--- src/rtl/adc_sample_fifo.sv ---
// Single-clock ADC sample FIFO: first-word-fall-through output, registered fill-level
// status, selectable overflow policy, sticky overflow flag with a saturating drop count.
module adc_sample_fifo #(
    parameter  int DATA_W    = 12,
    parameter  int DEPTH     = 64,
    localparam int AW        = $clog2(DEPTH),
    parameter  int AF_THRESH = 48,
    parameter  int OVF_MODE  = 0,
    parameter  int CNT_W     = 16
) (
    input  logic              I_clk,
    input  logic              I_rst_n,
    input  logic              I_data_we_valid,
    input  logic [DATA_W-1:0] I_data_we,
    input  logic              I_data_rd_ready,
    output logic              O_data_rd_valid,
    output logic [DATA_W-1:0] O_data_rd,
    output logic [AW:0]       O_level,
    output logic              O_full,
    output logic              O_almost_full,
    output logic              O_overflow,
    output logic [CNT_W-1:0]  O_drop_cnt,
    input  logic              I_flush,
    input  logic              I_clr_status
);

    logic [DATA_W-1:0] mem_q [DEPTH];
    logic [AW-1:0]     wr_ptr_q, wr_ptr_d;
    logic [AW-1:0]     rd_ptr_q, rd_ptr_d;
    logic [AW:0]       level_q, level_d;
    logic [DATA_W-1:0] dout_q, dout_d;
    logic              valid_q, full_q, af_q, ovf_q, ovf_d;
    logic [CNT_W-1:0]  cnt_q, cnt_d;
    logic              pop, is_full, do_wr, do_ovw, drop, mem_we;

    // Valid/ready: a sample pops on every cycle where valid and ready are both high;
    // while valid is high and ready low, data and valid hold. Ready alone does nothing.
    assign pop     = valid_q && I_data_rd_ready;
    assign is_full = (level_q == (AW+1)'(DEPTH));
    assign do_wr   = !I_flush && I_data_we_valid && (!is_full || pop);
    assign drop    = !I_flush && I_data_we_valid && is_full && !pop;
    assign do_ovw  = drop && (OVF_MODE != 0);
    assign mem_we  = do_wr || do_ovw;

    always_comb begin
        wr_ptr_d = wr_ptr_q;
        rd_ptr_d = rd_ptr_q;
        level_d  = level_q;
        if (I_flush) begin
            wr_ptr_d = '0;
            rd_ptr_d = '0;
            level_d  = '0;
        end else begin
            if (mem_we)         wr_ptr_d = wr_ptr_q + AW'(1);
            if (pop || do_ovw)  rd_ptr_d = rd_ptr_q + AW'(1);
            level_d = level_q + (AW+1)'(do_wr) - (AW+1)'(pop);
        end
    end

    // The head register is loaded with whatever sits at the new read pointer,
    // bypassing the sample being written this cycle when it lands at that slot.
    always_comb begin
        dout_d = dout_q;
        if (level_d != '0) begin
            if (mem_we && (wr_ptr_q == rd_ptr_d)) dout_d = I_data_we;
            else                                  dout_d = mem_q[rd_ptr_d];
        end
    end

    always_comb begin
        ovf_d = ovf_q;
        cnt_d = cnt_q;
        if (I_clr_status) begin
            ovf_d = drop;
            cnt_d = drop ? CNT_W'(1) : '0;
        end else if (drop) begin
            ovf_d = 1'b1;
            if (cnt_q != '1) cnt_d = cnt_q + CNT_W'(1);
        end
    end

    always_ff @(posedge I_clk) begin
        if (mem_we) mem_q[wr_ptr_q] <= I_data_we;
    end

    always_ff @(posedge I_clk or negedge I_rst_n) begin
        if (!I_rst_n) begin
            wr_ptr_q <= '0;
            rd_ptr_q <= '0;
            level_q  <= '0;
            dout_q   <= '0;
            valid_q  <= 1'b0;
            full_q   <= 1'b0;
            af_q     <= 1'b0;
            ovf_q    <= 1'b0;
            cnt_q    <= '0;
        end else begin
            wr_ptr_q <= wr_ptr_d;
            rd_ptr_q <= rd_ptr_d;
            level_q  <= level_d;
            dout_q   <= dout_d;
            valid_q  <= (level_d != '0);
            full_q   <= (level_d == (AW+1)'(DEPTH));
            af_q     <= (level_d >= (AW+1)'(AF_THRESH));
            ovf_q    <= ovf_d;
            cnt_q    <= cnt_d;
        end
    end

    assign O_data_rd_valid = valid_q;
    assign O_data_rd       = dout_q;
    assign O_level         = level_q;
    assign O_full          = full_q;
    assign O_almost_full   = af_q;
    assign O_overflow      = ovf_q;
    assign O_drop_cnt      = cnt_q;

endmodule

--- config.mk ---
export PLATFORM = sky130hd
export DESIGN_NAME = adc_sample_fifo
export DESIGN_NICKNAME = d
export VERILOG_FILES = /design/src/rtl/adc_sample_fifo.sv
export SDC_FILE = /design/constraint.sdc
export NUM_CORES = 1
export LEC_CHECK = 0
export CELL_PAD_IN_SITES_DETAIL_PLACEMENT = 1
export CELL_PAD_IN_SITES_GLOBAL_PLACEMENT = 2
export CORE_MARGIN = 3
export CORE_UTILIZATION = 25
export DETAILED_ROUTE_END_ITERATION = 16
export PLACE_DENSITY_LB_ADDON = 0.12
export SLEW_MARGIN = 25
export SYNTH_ARGS = -nofsm -noshare
export SYNTH_HDL_FRONTEND = slang
export SYNTH_SLANG_ARGS = --single-unit
--- constraint.sdc ---
create_clock -name I_clk -period 5.72 [get_ports I_clk]
set_input_delay 1.144 -clock I_clk [delete_from_list [all_inputs] [get_ports I_clk]]
set_output_delay 1.144 -clock I_clk [all_outputs]
set_load 0.03 [all_outputs]
==> flow_summary.yaml <==
synthesis:
  yosysUniqueCellTypes: 64
  synth_edf_count: 768
  ys.flop_type: "edfxtp_1"
  ys_seq_area_share_pct: 72.2
  syn_area_um2: 33700
  async_reset_ff_share_pct: 6.23
  syn_area_per_cell_um2: 13.8
  synthCells: 2447
  ys.warnings.count: 0
  syn_nets: 2477
  synth-seq-cells: 819
cts:
  clk_pin_slew_ns: 0.06
  cts.hold.buffers_added: 0
  ctsRootBufferMaster: "clkbuf_16"
  h-tree-depth: 3
  cts_tree: "built"
  cts_resized: 0
  cts_buffers: 95
  worst_skew_pair.late_latency_ns: 0.69
  cts_setup_buffers: 0
  clk_path_buf_depth: 3
  cts.sinks: 819
setup_path:
  required_ns: 6.27
  worstPathCellList: "clkdlybuf4s50_1, nand3_1, or4_1, and2_4, clkinv_2, buf_12, buf_4, a311oi_1, buf_4, o21ai_0, nand4_1, nor4b_1, o31ai_1"
  cp-startpoint: "I_data_rd_ready"
  r2r_start: "O_data_rd_valid"
  cp.arrival_ns: 5.30
  crit_type: "in -> reg"
  max_stage_delay_ns: 0.70
  cp_max_fo: 17
  cp-start-kind: "primary input"
  critPathSlowestCell: "clkdlybuf4s50_1"
  endpoint_kind: "flop"
  cp_common_cell: "buf_4"
route:
  viasPerCell: 4.88
  wire_per_inst_um: 27.6
  drt_wl_total_mm: 123
  num_vias: 21800
  ant_nets: 0
  drt_iter0_drc: 1720
  drc: 0
  dr.pass1.iters: 5
final_layout:
  seq_area_um2: 24300
  drive_above_1_share_pct: 14.4
  num-fill-cells: 14100
  layout_commonest_cell: "edfxtp_1"
  stdcell_area_um2: 40600
  final_cell_mix: "edfxtp_1, nand2_1, buf_4"
  fin_cells: 4470
  multi_input_area_um2: 8300
  nets: 2648
  syn2layout_area_growth_pct: 20.6
timing:
  finClkSkew_ns: 0.0255
  setup_viol: 0
  min_period_ns: 4.74
  whs_ns: 0.527
  worst_pin_slew_ns: 0.996
  slew_headroom_pct: 32.7
  max_freq_mhz: 211
  setup_tns_ns: 0
  finalMaxSlewViolations: 0
  hold_viol: 0
  grt_setup_unrepaired: "no"
  fin_crit_sh_pct: 82.9
power:
  peakVddDrop_mv: 0.176
  fin_total_pwr_w: 0.0158
  power_density_nw_per_um2: 390
  total_leakage_power_nw: 13.7
grt:
  grt_pass1_vias: 22600
  grt_max_degree: 100
  grt_use_total_pct: 17.5
  antenna_found_initial: 10
  grt_first_pass_wirelength_mm: 176
  grt-ovfl-total: 0
floorplanning:
  num_rows: 134
  ios: 57
  dieArea_um2: 139000
  fp.coreArea_um2: 134000
  die_w_um: 373
  die_h_um: 373
  start_util_pct: 25.2
placement:
  port_buffers: 56
  gp_congestion: 0.776
  placed_cells: 4289
  post_dp_cell_area_um2: 37300
  dpl.hpwl_mm: 77.4
flow_run:
  drv_cap: 0
min_path:
  hold_class: "reg -> reg"
  hold_start: "O_overflow"
run_status:
  status: "complete, no violations"
## power by group
part | switching (W) | internal [W]
clock network | 0.00253 | 0.00392
registers | 0.000136 | 0.00665
logic | 0.00177 | 0.000828
total | 0.00443 | 0.0114
## final timing paths
| kind | end | slack [ns] | depth (start not counted) |
|---|---|---|---|
| max reg2reg | O_data_rd[3] | 1.57 | 12 |
| min | O_overflow | 0.53 | 2 |
| max | O_data_rd[3] | 0.98 | 13 |
| max in group asynchronous | O_data_rd[6] | 4.57 | 2 |
| min in group asynchronous | O_drop_cnt[8] | 0.61 | 2 |
| min reg2reg | O_overflow | 0.53 | 2 |
## worst max-delay path, delay by kind of cell
family,cells,cell delay [ns]
AO/OA/AOI/OAI,3,0.70
AND/OR/NAND/NOR,5,1.74
buffers and inverters,5,1.70
## flip-flops by register name, indices dropped and copies added (netlist names), 6 cells and up
name	count
rd_ptr_q	6
O_data_rd	12
wr_ptr_q	6
O_level	7
O_drop_cnt	16
mem_q	768
## metal layers
| layer | wire length, um | share of wire, % | global-route usage [%] | vias up |
|---|---|---|---|---|
| met2 | 56600 | 46 | 27.9 | 459 |
| met1 | 59400 | 48 | 25.0 | 11600 |
| met4 | 2190 | 1.8 | 4.27 | 0 |
| met5 | 0 | 0 | 0 | - |
| met3 | 5060 | 4.1 | 2.39 | 117 |
| li1 | - | - | - | 9675 |
## area by class of cell
| cell class | count | share of cell area, % |
|---|---|---|
| sequential | 819 | 59.9 |
| clock buffer | 117 | 6.36 |
| inverter | 89 | 0.844 |
| multi-input combinational | 1367 | 20.4 |
| antenna | 4 | 0.0246 |
| tap | 1768 | 5.45 |
| clock inverter | 60 | 1.74 |
| timing repair buffer | 246 | 5.23 |
## synth_stat cells (5+ instances only)
library cell    n  share of area [%]
nand3b_1        5               0.11
edfxtp_1      768                 68
and3_1         31               0.58
nor2b_1         8               0.15
o21ai_0        40               0.59
buf_4           6               0.13
inv_1          84               0.94
a22o_1          9               0.23
a221oi_1       22               0.57
nor3_1          6              0.089
nand3_1       102                1.5
mux4_2         16                1.1
xor2_1         15               0.39
nand4_1        11               0.20
clkbuf_1       76               0.85
a32oi_1        21               0.55
xnor2_1        12               0.31
buf_1          25               0.28
a21o_1          5               0.11
a31oi_1        40               0.74
buf_2          61               0.91
nor2_1        132                1.5
nand2_1       446                5.0
o31ai_1         5               0.11
o22ai_1         8               0.15
or4_1           8               0.18
a311oi_1       85                2.2
ha_1           11               0.41
a211oi_1      144                3.2
dfrtp_1        51                3.8
a21oi_1        42               0.62
mux2i_1        70                2.1
o2111ai_1       8               0.21
a22oi_1        18               0.40
## logic make-up after synthesis
group                    after synthesis  share of synthesized area (%)
AO/OA/AOI/OAI                        463                           10.1
XOR/XNOR                              27                          0.702
adder cells (fa/ha/maj)               12                          0.468
buffers and inverters                261                           3.29
flip-flops                           819                           72.2
multiplexers                          89                           3.26
AND/OR/NAND/NOR                      776                           9.90
## per-stage QoR
step	utilization [%]	worst slack, ns
5_1_grt	30.4	0.719
3_3_place_gp	27.9	0.237
3_5_place_dp	27.9	0.169
4_1_cts	30.4	0.913
2_1_floorplan	-	1.32
6_report	30.4	0.978
Power figures use the tool's default switching activity.
